## config.mk

```make
export PLATFORM = sky130hd
export DESIGN_NAME = pc_fetch_flat
export DESIGN_NICKNAME = d
export VERILOG_FILES = /design/src/rtl/pc_fetch_pkg.sv /design/src/rtl/pc_fetch_if.sv /design/src/rtl/pc_fetch.sv /design/src/flat_wrapper.sv
export SDC_FILE = /design/constraint.sdc
export NUM_CORES = 1
export LEC_CHECK = 0
export CAP_MARGIN = 30
export CORE_ASPECT_RATIO = 1.1
export CORE_UTILIZATION = 39
export DETAILED_ROUTE_END_ITERATION = 6
export HOLD_SLACK_MARGIN = 0.12
export PLACE_DENSITY = 0.86
export SLEW_MARGIN = 20
export SYNTH_ARGS = -nofsm -noshare
export SYNTH_HDL_FRONTEND = slang
export SYNTH_SLANG_ARGS = --single-unit
```

## constraint.sdc

```tcl
create_clock -name clk -period 1.7 [get_ports clk]
set_input_delay 0.34 -clock clk [delete_from_list [all_inputs] [get_ports clk]]
set_output_delay 0.34 -clock clk [all_outputs]
set_load 0.03 [all_outputs]
```

## src/rtl/pc_fetch_pkg.sv

```systemverilog
// Shared CPU constants and small helpers used by the fetch stage and the next-PC unit.
package pc_fetch_pkg;

  localparam logic [31:0] RESET_PC   = 32'hbfc0_0000;
  localparam logic [31:0] EXC_VECTOR = 32'hbfc0_0380;
  localparam logic [31:0] NOP_INST   = 32'h0000_0000;

  function automatic logic pc_misaligned(input logic [31:0] pc);
    return (pc[1:0] != 2'b00);
  endfunction

  function automatic logic [31:0] word_align(input logic [31:0] pc);
    return {pc[31:2], 2'b00};
  endfunction

endpackage

```

## src/rtl/pc_fetch_if.sv

```systemverilog
// Bundle of the fetch-stage signals: next-PC feedback, instruction SRAM port and decode handshake.
interface pc_fetch_if;

  // Decode handshake: an instruction moves to decode on a rising edge where
  // if_valid=1 and id_allowin=1; if_valid never depends on id_allowin.
  logic [31:0] npc;
  logic        redirect;
  logic        id_allowin;
  logic [31:0] pc_out;
  logic        inst_sram_en;
  logic [31:0] inst_sram_addr;
  logic [31:0] inst_sram_rdata;
  logic        if_valid;
  logic [31:0] if_pc;
  logic [31:0] if_inst;
  logic        if_adel;

  modport master (
    input  npc, redirect, id_allowin, inst_sram_rdata,
    output pc_out, inst_sram_en, inst_sram_addr,
    output if_valid, if_pc, if_inst, if_adel
  );

  modport slave (
    output npc, redirect, id_allowin, inst_sram_rdata,
    input  pc_out, inst_sram_en, inst_sram_addr,
    input  if_valid, if_pc, if_inst, if_adel
  );

endinterface

```

## src/rtl/pc_fetch.sv

```systemverilog
// Instruction-fetch stage: owns the PC, drives the synchronous instruction SRAM and
// holds the fetched word across decode stalls.
module pc_fetch
  import pc_fetch_pkg::*;
#(
  parameter logic [31:0] P_RESET_PC = RESET_PC
) (
  input  logic       clk,
  input  logic       resetn,
  pc_fetch_if.master bus
);

  logic        r_fs_valid;
  logic [31:0] r_fs_pc;
  logic        r_fs_adel;
  logic [31:0] r_inst_buf;
  logic        r_buf_valid;

  logic        w_fs_allowin;
  logic        w_misalign;

  assign w_fs_allowin = !r_fs_valid || bus.id_allowin || bus.redirect;
  assign w_misalign   = pc_misaligned(bus.npc);

  // Reset PC sits one word early so the next-PC unit's PC+4 lands on the boot address.
  always_ff @(posedge clk or negedge resetn) begin
    if (!resetn) begin
      r_fs_valid  <= 1'b0;
      r_fs_pc     <= P_RESET_PC - 32'd4;
      r_fs_adel   <= 1'b0;
      r_inst_buf  <= 32'h0000_0000;
      r_buf_valid <= 1'b0;
    end else if (w_fs_allowin) begin
      r_fs_valid  <= 1'b1;
      r_fs_pc     <= bus.npc;
      r_fs_adel   <= w_misalign;
      r_buf_valid <= 1'b0;
    end else if (!r_buf_valid) begin
      // SRAM output is only trusted the cycle after a read, so grab it once per stall.
      r_inst_buf  <= bus.inst_sram_rdata;
      r_buf_valid <= 1'b1;
    end
  end

  assign bus.inst_sram_en   = w_fs_allowin && !w_misalign;
  assign bus.inst_sram_addr = word_align(bus.npc);

  assign bus.pc_out   = r_fs_pc;
  assign bus.if_pc    = r_fs_pc;
  assign bus.if_valid = r_fs_valid && !bus.redirect;
  assign bus.if_adel  = r_fs_valid && r_fs_adel;
  assign bus.if_inst  = r_fs_adel   ? NOP_INST :
                        r_buf_valid ? r_inst_buf : bus.inst_sram_rdata;

endmodule
```

## src/flat_wrapper.sv

```systemverilog
// flat-port wrapper written by rule: the top's interface ports become plain ports
module pc_fetch_flat import pc_fetch_pkg::*;
#(
  parameter logic [31:0] P_RESET_PC = RESET_PC
)
  (clk, resetn, bus_npc, bus_redirect, bus_id_allowin, bus_inst_sram_rdata, bus_pc_out, bus_inst_sram_en, bus_inst_sram_addr, bus_if_valid, bus_if_pc, bus_if_inst, bus_if_adel);
  pc_fetch_if bus_i ();
  input  logic clk;
  input  logic resetn;
  input wire logic [$bits(bus_i.npc)-1:0] bus_npc;
  input wire logic [$bits(bus_i.redirect)-1:0] bus_redirect;
  input wire logic [$bits(bus_i.id_allowin)-1:0] bus_id_allowin;
  input wire logic [$bits(bus_i.inst_sram_rdata)-1:0] bus_inst_sram_rdata;
  output wire logic [$bits(bus_i.pc_out)-1:0] bus_pc_out;
  output wire logic [$bits(bus_i.inst_sram_en)-1:0] bus_inst_sram_en;
  output wire logic [$bits(bus_i.inst_sram_addr)-1:0] bus_inst_sram_addr;
  output wire logic [$bits(bus_i.if_valid)-1:0] bus_if_valid;
  output wire logic [$bits(bus_i.if_pc)-1:0] bus_if_pc;
  output wire logic [$bits(bus_i.if_inst)-1:0] bus_if_inst;
  output wire logic [$bits(bus_i.if_adel)-1:0] bus_if_adel;
  assign bus_i.npc = bus_npc;
  assign bus_i.redirect = bus_redirect;
  assign bus_i.id_allowin = bus_id_allowin;
  assign bus_i.inst_sram_rdata = bus_inst_sram_rdata;
  assign bus_pc_out = bus_i.pc_out;
  assign bus_inst_sram_en = bus_i.inst_sram_en;
  assign bus_inst_sram_addr = bus_i.inst_sram_addr;
  assign bus_if_valid = bus_i.if_valid;
  assign bus_if_pc = bus_i.if_pc;
  assign bus_if_inst = bus_i.if_inst;
  assign bus_if_adel = bus_i.if_adel;
  pc_fetch #(.P_RESET_PC(P_RESET_PC)) u_core (.clk(clk), .resetn(resetn), .bus(bus_i));
endmodule
```

==> out/metrics.yaml, run 1 <==
status: "finished, violations left"
violations: "negative setup slack"
worstPathArrival_ns: 1.52
cts_tree: "yes"
grt_max_degree: 68
p_leak_nw: 2.501
place_congestion: 0.7208
clockBufferDepth: 2
crit_path_start: "u_core.r_buf_valid$_DFF_PN0_"
cts-root-buf: "clkbuf_8"
grt_use_met1_pct: 20.64
irDropWorstVdd_mv: 0.4905
clock-sinks: 67
numCtsBuffers: 9
clk_latency_ns: 0.34
ff2ff_path_depth: 6
first_iter_violations: 37
globalRouteMet3Util_pct: 4.688
synth.distinct_cells: 17
io_pins: 199
grt_pass1_wl_microns: 13520
setup_viol: 64
min_path_cells: 1
nFillCells: 737
cp-start-kind: "flip-flop"
drc: 0
vias: 2633
synth.area.top_cells: "dfrtp_1 28%, dfstp_2 21%, mux2_2 19%"
rr_startpoint: "u_core.r_buf_valid$_DFF_PN0_"
finalInstanceArea_sq_um: 5509
std_cell_rows: 36
area_growth_pct: 55.80
finalHoldViolCount: 0
detail-route-antenna-nets: 0
rsz0062_at_grt: "true"
slew_viol_final: 0
port_buffers: 196
firstDrtPassIters: 4
fin_crit_ns: 1.856
ys_seq_area_share_pct: 48.41
diodes: 0
start_util_pct: 40.05
min_from: "u_core.r_inst_buf[16]$_DFFE_PN0N_"
fp.dieArea_sq_um: 9452
grt-ovfl-total: 0
synth_common_cells: "67 x buf_4, 61 x mux2_2, 39 x dfrtp_1"
netlist_area_sq_um: 3536
routedWlPerCell_microns: 16.66
hold_class: "flip-flop to flip-flop"
finalCritPeriodShare_pct: 109.2
ys.flop_type: "dfrtp_1"
yosysMostFrequentCell: "buf_4"
post-dp-hpwl_microns: 6518
die_y_microns: 101.9
end_kind: "output port"
drt-total-wl_microns: 9361
yosys_warnings: 0
dieWidth_microns: 92.79
synthArstFlopShare_pct: 100.0
critical_path_class: "flip-flop to output port"
grt.busiest_layer: "met2"
layout-drive-gt1-share_pct: 45.54
required_ns: 1.36
synth_area_leader_cell: "dfrtp_1"
use_met2_pct: 35.24
cellPowerDensity_nw_per_um2: 831.3
fin_skew_ns: 0.004527
path_max_fanout: 8
synthDominantCellAreaShare_pct: 27.60
fin_ws_ns: -0.1558
clk_pin_slew_ns: 0.07
viasPerCell: 4.685
placed_cell_area_sq_um: 5147
synth_area_per_cell_sq_um: 12.49
fmax_mhz: 538.8
synthCells: 283
fin_nets: 511
ys_ff_latch: 67
grt_pass1_vias: 2721
grt_usage_pct: 18.81
coreArea_sq_um: 8828
synth-edff-count: 0
antenna_found_initial: 0
htreeDepth: 3
cap_violations: 0
dp_worst_setup_slack_ns: -0.2387
worst paths after layout:
check | end | slack (ns)
min in group asynchronous | u_core.r_inst_buf[5]$_DFFE_PN0N_ | 0.55
worst min-delay path | u_core.r_inst_buf[16]$_DFFE_PN0N_ | 0.51
max in group asynchronous | u_core.bus.if_pc[20]$_DFFE_PN1P_ | 0.80
worst max register to register | u_core.r_inst_buf[19]$_DFFE_PN0N_ | -0.11
worst min register to register | u_core.r_inst_buf[16]$_DFFE_PN0N_ | 0.51
worst max-delay path | bus_if_inst[0] | -0.16
area by class of cell:
class / count / area [sq um] / share of cell area [%]
clock inverters: 3 / 15.01 / 0.2725
repair buffers: 226 / 2112 / 38.34
flip-flops and latches: 67 / 1713 / 31.09
multi-input cells: 138 / 1374 / 24.94
clock buffers: 13 / 148.9 / 2.703
inverters: 1 / 3.754 / 0.06814
well taps: 114 / 142.6 / 2.589
kinds of logic (layout without fill, tap and decap cells):
group	Yosys count	count (layout)	synth area share (%)
muxes	97	97	29.72
buffers and inverters	79	243	16.45
DFF	67	67	48.41
and+or+nand+nor	38	38	5.202
other	2	3	0.2124
stage by stage:
| step | hold slack [ns] | std cells | utilization, % | TNS (ns) | power [mW] |
|---|---|---|---|---|---|
| 4_1_cts | 0.5088 | 560 | 60.63 | -7.402 | 4.535 |
| 5_1_grt | 0.5317 | 562 | 62.40 | -8.267 | 4.814 |
| 6_report | 0.5126 | 562 | 62.40 | -4.476 | 4.579 |
| 2_1_floorplan | 0.04441 | 284 | - | 0 | 2.862 |
| 3_5_place_dp | 0.3880 | 537 | 58.30 | -12.26 | 3.416 |
| 3_3_place_gp | 0.3824 | 537 | 58.30 | -10.07 | 3.368 |
critical path: stages, from the launching register on:
cell and delay, ns:
dfrtp_2 0.48, buf_12 0.15, buf_12 0.13, mux2i_1 0.18, nor2_1 0.06, buf_4 0.17
per-layer routing:
layer | up-vias | share of wire (%) | routed length [microns]
met1 | 1301 | 39 | 3695
met4 | 0 | 1.1 | 106
met5 | - | 0 | 0
met2 | 119 | 53 | 4948
met3 | 9 | 6.5 | 611
li1 | 1204 | - | -
repair_timing:
item                                    CTS  global route
resized for setup                        71            37
hold buffers                              1             0
pin swaps                                 1             5
gates cloned                              1             3
endpoints found under the hold margin    39             0
buffers inserted                          5             1
endpoints found under the setup margin   96            67
placed cells by master (no fill, tap or decap):
cell / Yosys / final
dfstp_2: 28 / 28
clkdlybuf4s15_1: 0 / 2
mux2i_1: 33 / 33
nor3b_4: 1 / 1
conb_1: 2 / 3
buf_4: 67 / 80
nor4b_4: 1 / 1
clkinv_2: 0 / 3
dfrtp_2: 0 / 1
nor3_4: 0 / 1
nor2_1: 33 / 33
mux2_4: 0 / 31
clkbuf_1: 4 / 3
buf_6: 4 / 3
dlygate4sd2_1: 0 / 63
mux2_1: 3 / 1
mux2_2: 61 / 32
clkbuf_8: 0 / 10
nor2b_1: 1 / 1
buf_2: 3 / 1
dlygate4sd3_1: 0 / 1
clkdlybuf4s50_1: 0 / 64
buf_12: 0 / 10
and2_1: 1 / 1
clkbuf_16: 0 / 2
inv_1: 1 / 1
dfrtp_1: 39 / 38
power by group:
group	leakage (nW)	switching (mW)	total (mW)	internal [mW]
Combinational	1.66	0.734	1.45	0.720
Clock	0.0872	0.575	1.14	0.564
Sequential	0.754	0.136	1.99	1.85
Total	2.50	1.44	4.58	3.13
state kept, by name, summed over array words and instances, names as in the netlist:
signal / cells
u_core.bus.if_pc: 32
u_core.r_buf_valid: 1
u_core.r_fs_adel: 1
u_core.r_fs_valid: 1
u_core.r_inst_buf: 32
No activity file was read; power rests on OpenSTA's default activity.
==> inputs of run 2 (changes only) <==
--- a/config.mk
+++ b/config.mk
@@ -7,10 +7,10 @@
 export LEC_CHECK = 0
 export CAP_MARGIN = 30
 export CORE_ASPECT_RATIO = 1.1
-export CORE_UTILIZATION = 39
+export CORE_UTILIZATION = 42
 export DETAILED_ROUTE_END_ITERATION = 6
 export HOLD_SLACK_MARGIN = 0.12
-export PLACE_DENSITY = 0.86
+export PLACE_DENSITY = 0.92
 export SLEW_MARGIN = 20
 export SYNTH_ARGS = -nofsm -noshare
 export SYNTH_HDL_FRONTEND = slang
==> constraint.sdc (replaced) <==
create_clock -name clk -period 2.4 [get_ports clk]
set_input_delay 0.48 -clock clk [delete_from_list [all_inputs] [get_ports clk]]
set_output_delay 0.48 -clock clk [all_outputs]
set_load 0.03 [all_outputs]
==> run 2 against run 1 <==
Die area down 7.0%. The run now ends clean. Power down 29%. Utilization up 2.8 points. Critical path type unchanged. Combinational power down 34%. First-iteration DRC count rose to 2.6 times the previous value. Clock power down 23%. Sequential power down 29%. Wire length down 11%. Clock skew up 0.0023 ns.
==> out/metrics.yaml, run 2 (same netlist as run 1, synthesis figures left out) <==
fp.dieArea_sq_um: 8790  # -7.0%
cts_tree: "yes"
clock-sinks: 67  # unchanged
cellPowerDensity_nw_per_um2: 620.4  # -25%
finalCritPeriodShare_pct: 89.78
slew_headroom_pct: 61.20
cts_setup_buffers: 0  # -5
first_iter_violations: 96  # +160%
layout-drive-gt1-share_pct: 34.35  # -11 points
worstPathArrival_ns: 1.67  # +0.15 ns
fin_nets: 488  # -4.5%
grt_pass1_wl_microns: 12890  # -4.6%
hold_class: "flip-flop to flip-flop"
path_max_fanout: 33  # +25
end_kind: "output port"
clk_latency_ns: 0.33  # about the same
vias: 2490  # -5.4%
fin_crit_ns: 2.155
std_cell_rows: 34  # -5.6%
setup_tns_ns: 0  # +4.476 ns
total_power_mw: 3.252  # -29%
die_y_microns: 98.23  # -3.6%
finalInstanceArea_sq_um: 5241  # -4.9%
cts-root-buf: "clkbuf_8"
final_common_cell: "clkdlybuf4s50_1"
drt-total-wl_microns: 8312  # -11%
drc: 0  # unchanged
crit_family: "flip-flops"
routedWlPerCell_microns: 15.59  # -6.4%
post-dp-hpwl_microns: 6410  # -1.7%
min_path_cells: 1  # unchanged
rsz0062_at_grt: "false"
htreeDepth: 3  # unchanged
crit_path_cell_trace: "mux2i_1, nor2_1, buf_4"
path_depth: 3  # -2
place_congestion: 0.7814  # +8.4%
fmax_mhz: 464.1
finalHoldViolCount: 0  # unchanged
critPathSlowestCell: "dfrtp_4"
area_growth_pct: 48.23
clk_pin_slew_ns: 0.07  # about the same
clockBufferDepth: 2  # unchanged
grt_usage_pct: 19.12  # +0.31 points
final_cell_mix: "160 x clkdlybuf4s50_1, 61 x mux2_2, 38 x buf_4, 38 x dfrtp_1"
dieWidth_microns: 89.49  # -3.6%
cp-start-kind: "flip-flop"
crit_buf_inv: 1  # -2
coreArea_sq_um: 8040  # -8.9%
irDropWorstVdd_mv: 0.3049  # -38%
required_ns: 1.92  # +0.56 ns
io_pins: 199  # unchanged
start_util_pct: 43.98  # +3.9 points
diodes: 0  # unchanged
slew_viol_final: 0  # unchanged
placed_cell_area_sq_um: 5050  # -1.9%
cap_violations: 0  # unchanged
port_buffers: 196  # unchanged
detail-route-antenna-nets: 0  # unchanged
ff2ff_path_depth: 3  # -3
fin_skew_ns: 0.006840  # +0.002313 ns
grt_max_degree: 34  # -50%
critical_path_class: "flip-flop to output port"
viasPerCell: 4.672  # -0.29%
grt-ovfl-total: 0  # unchanged
grt_pass1_vias: 2647  # -2.7%
setup_viol: 0  # -100%
worst_pin_slew_ns: 0.5820
antenna_found_initial: 0  # unchanged
critPathMaxStageDelay_ns: 0.80  # +0.32 ns
status: "finished, final reports clean"
nFillCells: 609  # -17%
numCtsBuffers: 9  # unchanged
firstDrtPassIters: 4  # unchanged
p_leak_nw: 2.126  # -15%
worst_hold_slack_ns: 0.5111  # -0.001537 ns
run 2: changes by cell type in the layout (fill, tap and decap cells not counted), moves of 2 or more:
cell             previous run  this run
mux2_4                     31         0
buf_12                     10         3
clkdlybuf4s15_1             2         0
clkbuf_16                   2         0
dlygate4sd2_1              63         0
buf_4                      80        38
mux2_1                      1         3
mux2_2                     32        61
clkdlybuf4s50_1            64       160
buf_6                       3         0
run 2: final timing paths:
check	start	endpoint	slack [ns]
worst max-delay path	u_core.r_buf_valid$_DFF_PN0_	bus_if_inst[22]	0.25
worst min register to register	u_core.r_inst_buf[27]$_DFFE_PN0N_	u_core.r_inst_buf[27]$_DFFE_PN0N_	0.51
max in group asynchronous	resetn	u_core.bus.if_pc[7]$_DFFE_PN1P_	0.91
worst min-delay path	u_core.r_inst_buf[27]$_DFFE_PN0N_	u_core.r_inst_buf[27]$_DFFE_PN0N_	0.51
min in group asynchronous	resetn	u_core.r_inst_buf[22]$_DFFE_PN0N_	0.68
worst max register to register	u_core.r_buf_valid$_DFF_PN0_	u_core.r_inst_buf[31]$_DFFE_PN0N_	0.52
run 2: final cells by class:
| cell class | count | area (sq um) | area share (%) |
|---|---|---|---|
| Timing Repair Buffer | 203 | 1962 | 37.43 |
| Sequential cell | 67 | 1715 | 32.73 |
| Multi-Input combinational cell | 138 | 1246 | 23.78 |
| Clock buffer | 13 | 138.9 | 2.650 |
| Tap cell | 108 | 135.1 | 2.578 |
| Clock inverter | 3 | 40.04 | 0.7639 |
| Inverter | 1 | 3.754 | 0.07162 |
run 2: routing by layer:
metal	routed length, microns	vias up	part of all wire (%)	GRT usage (%)
met4	134	0	1.6	5.983
met2	4428	124	53	34.17
met3	651	12	7.8	6.171
met5	0	-	0	0
li1	-	1154	-	-
met1	3097	1200	37	21.07
run 2: through the flow:
| stage | setup WS (ns) | cells | util (%) |
|---|---|---|---|
| after floorplan | 0.5396 | 284 | - |
| after global placement | 0.2608 | 516 | 62.81 |
| after detailed placement | 0.2369 | 516 | 62.81 |
| after CTS | 0.1986 | 533 | 65.19 |
| after global routing | 0.1325 | 533 | 65.19 |
| final | 0.2452 | 533 | 65.19 |
run 2: worst register-to-register path, cell delays in order, from the launching register on:
cell and delay, ns:
dfrtp_4 0.71, nor4b_4 0.43, buf_12 0.24, mux2_2 0.39
run 2: report_power, final:
| group | internal [mW] | total [mW] | switching [mW] |
|---|---|---|---|
| registers | 1.31 | 1.41 | 0.103 |
| logic | 0.477 | 0.960 | 0.483 |
| clock network | 0.479 | 0.878 | 0.400 |
| total | 2.27 | 3.25 | 0.985 |
run 2: what timing repair did:
action / 4_1_cts / 5_1_grt
hold buffers: 1 / 0
setup endpoints to repair: 10 / 0
hold endpoints to repair: 13 / 0
resized for setup: 1 / 0
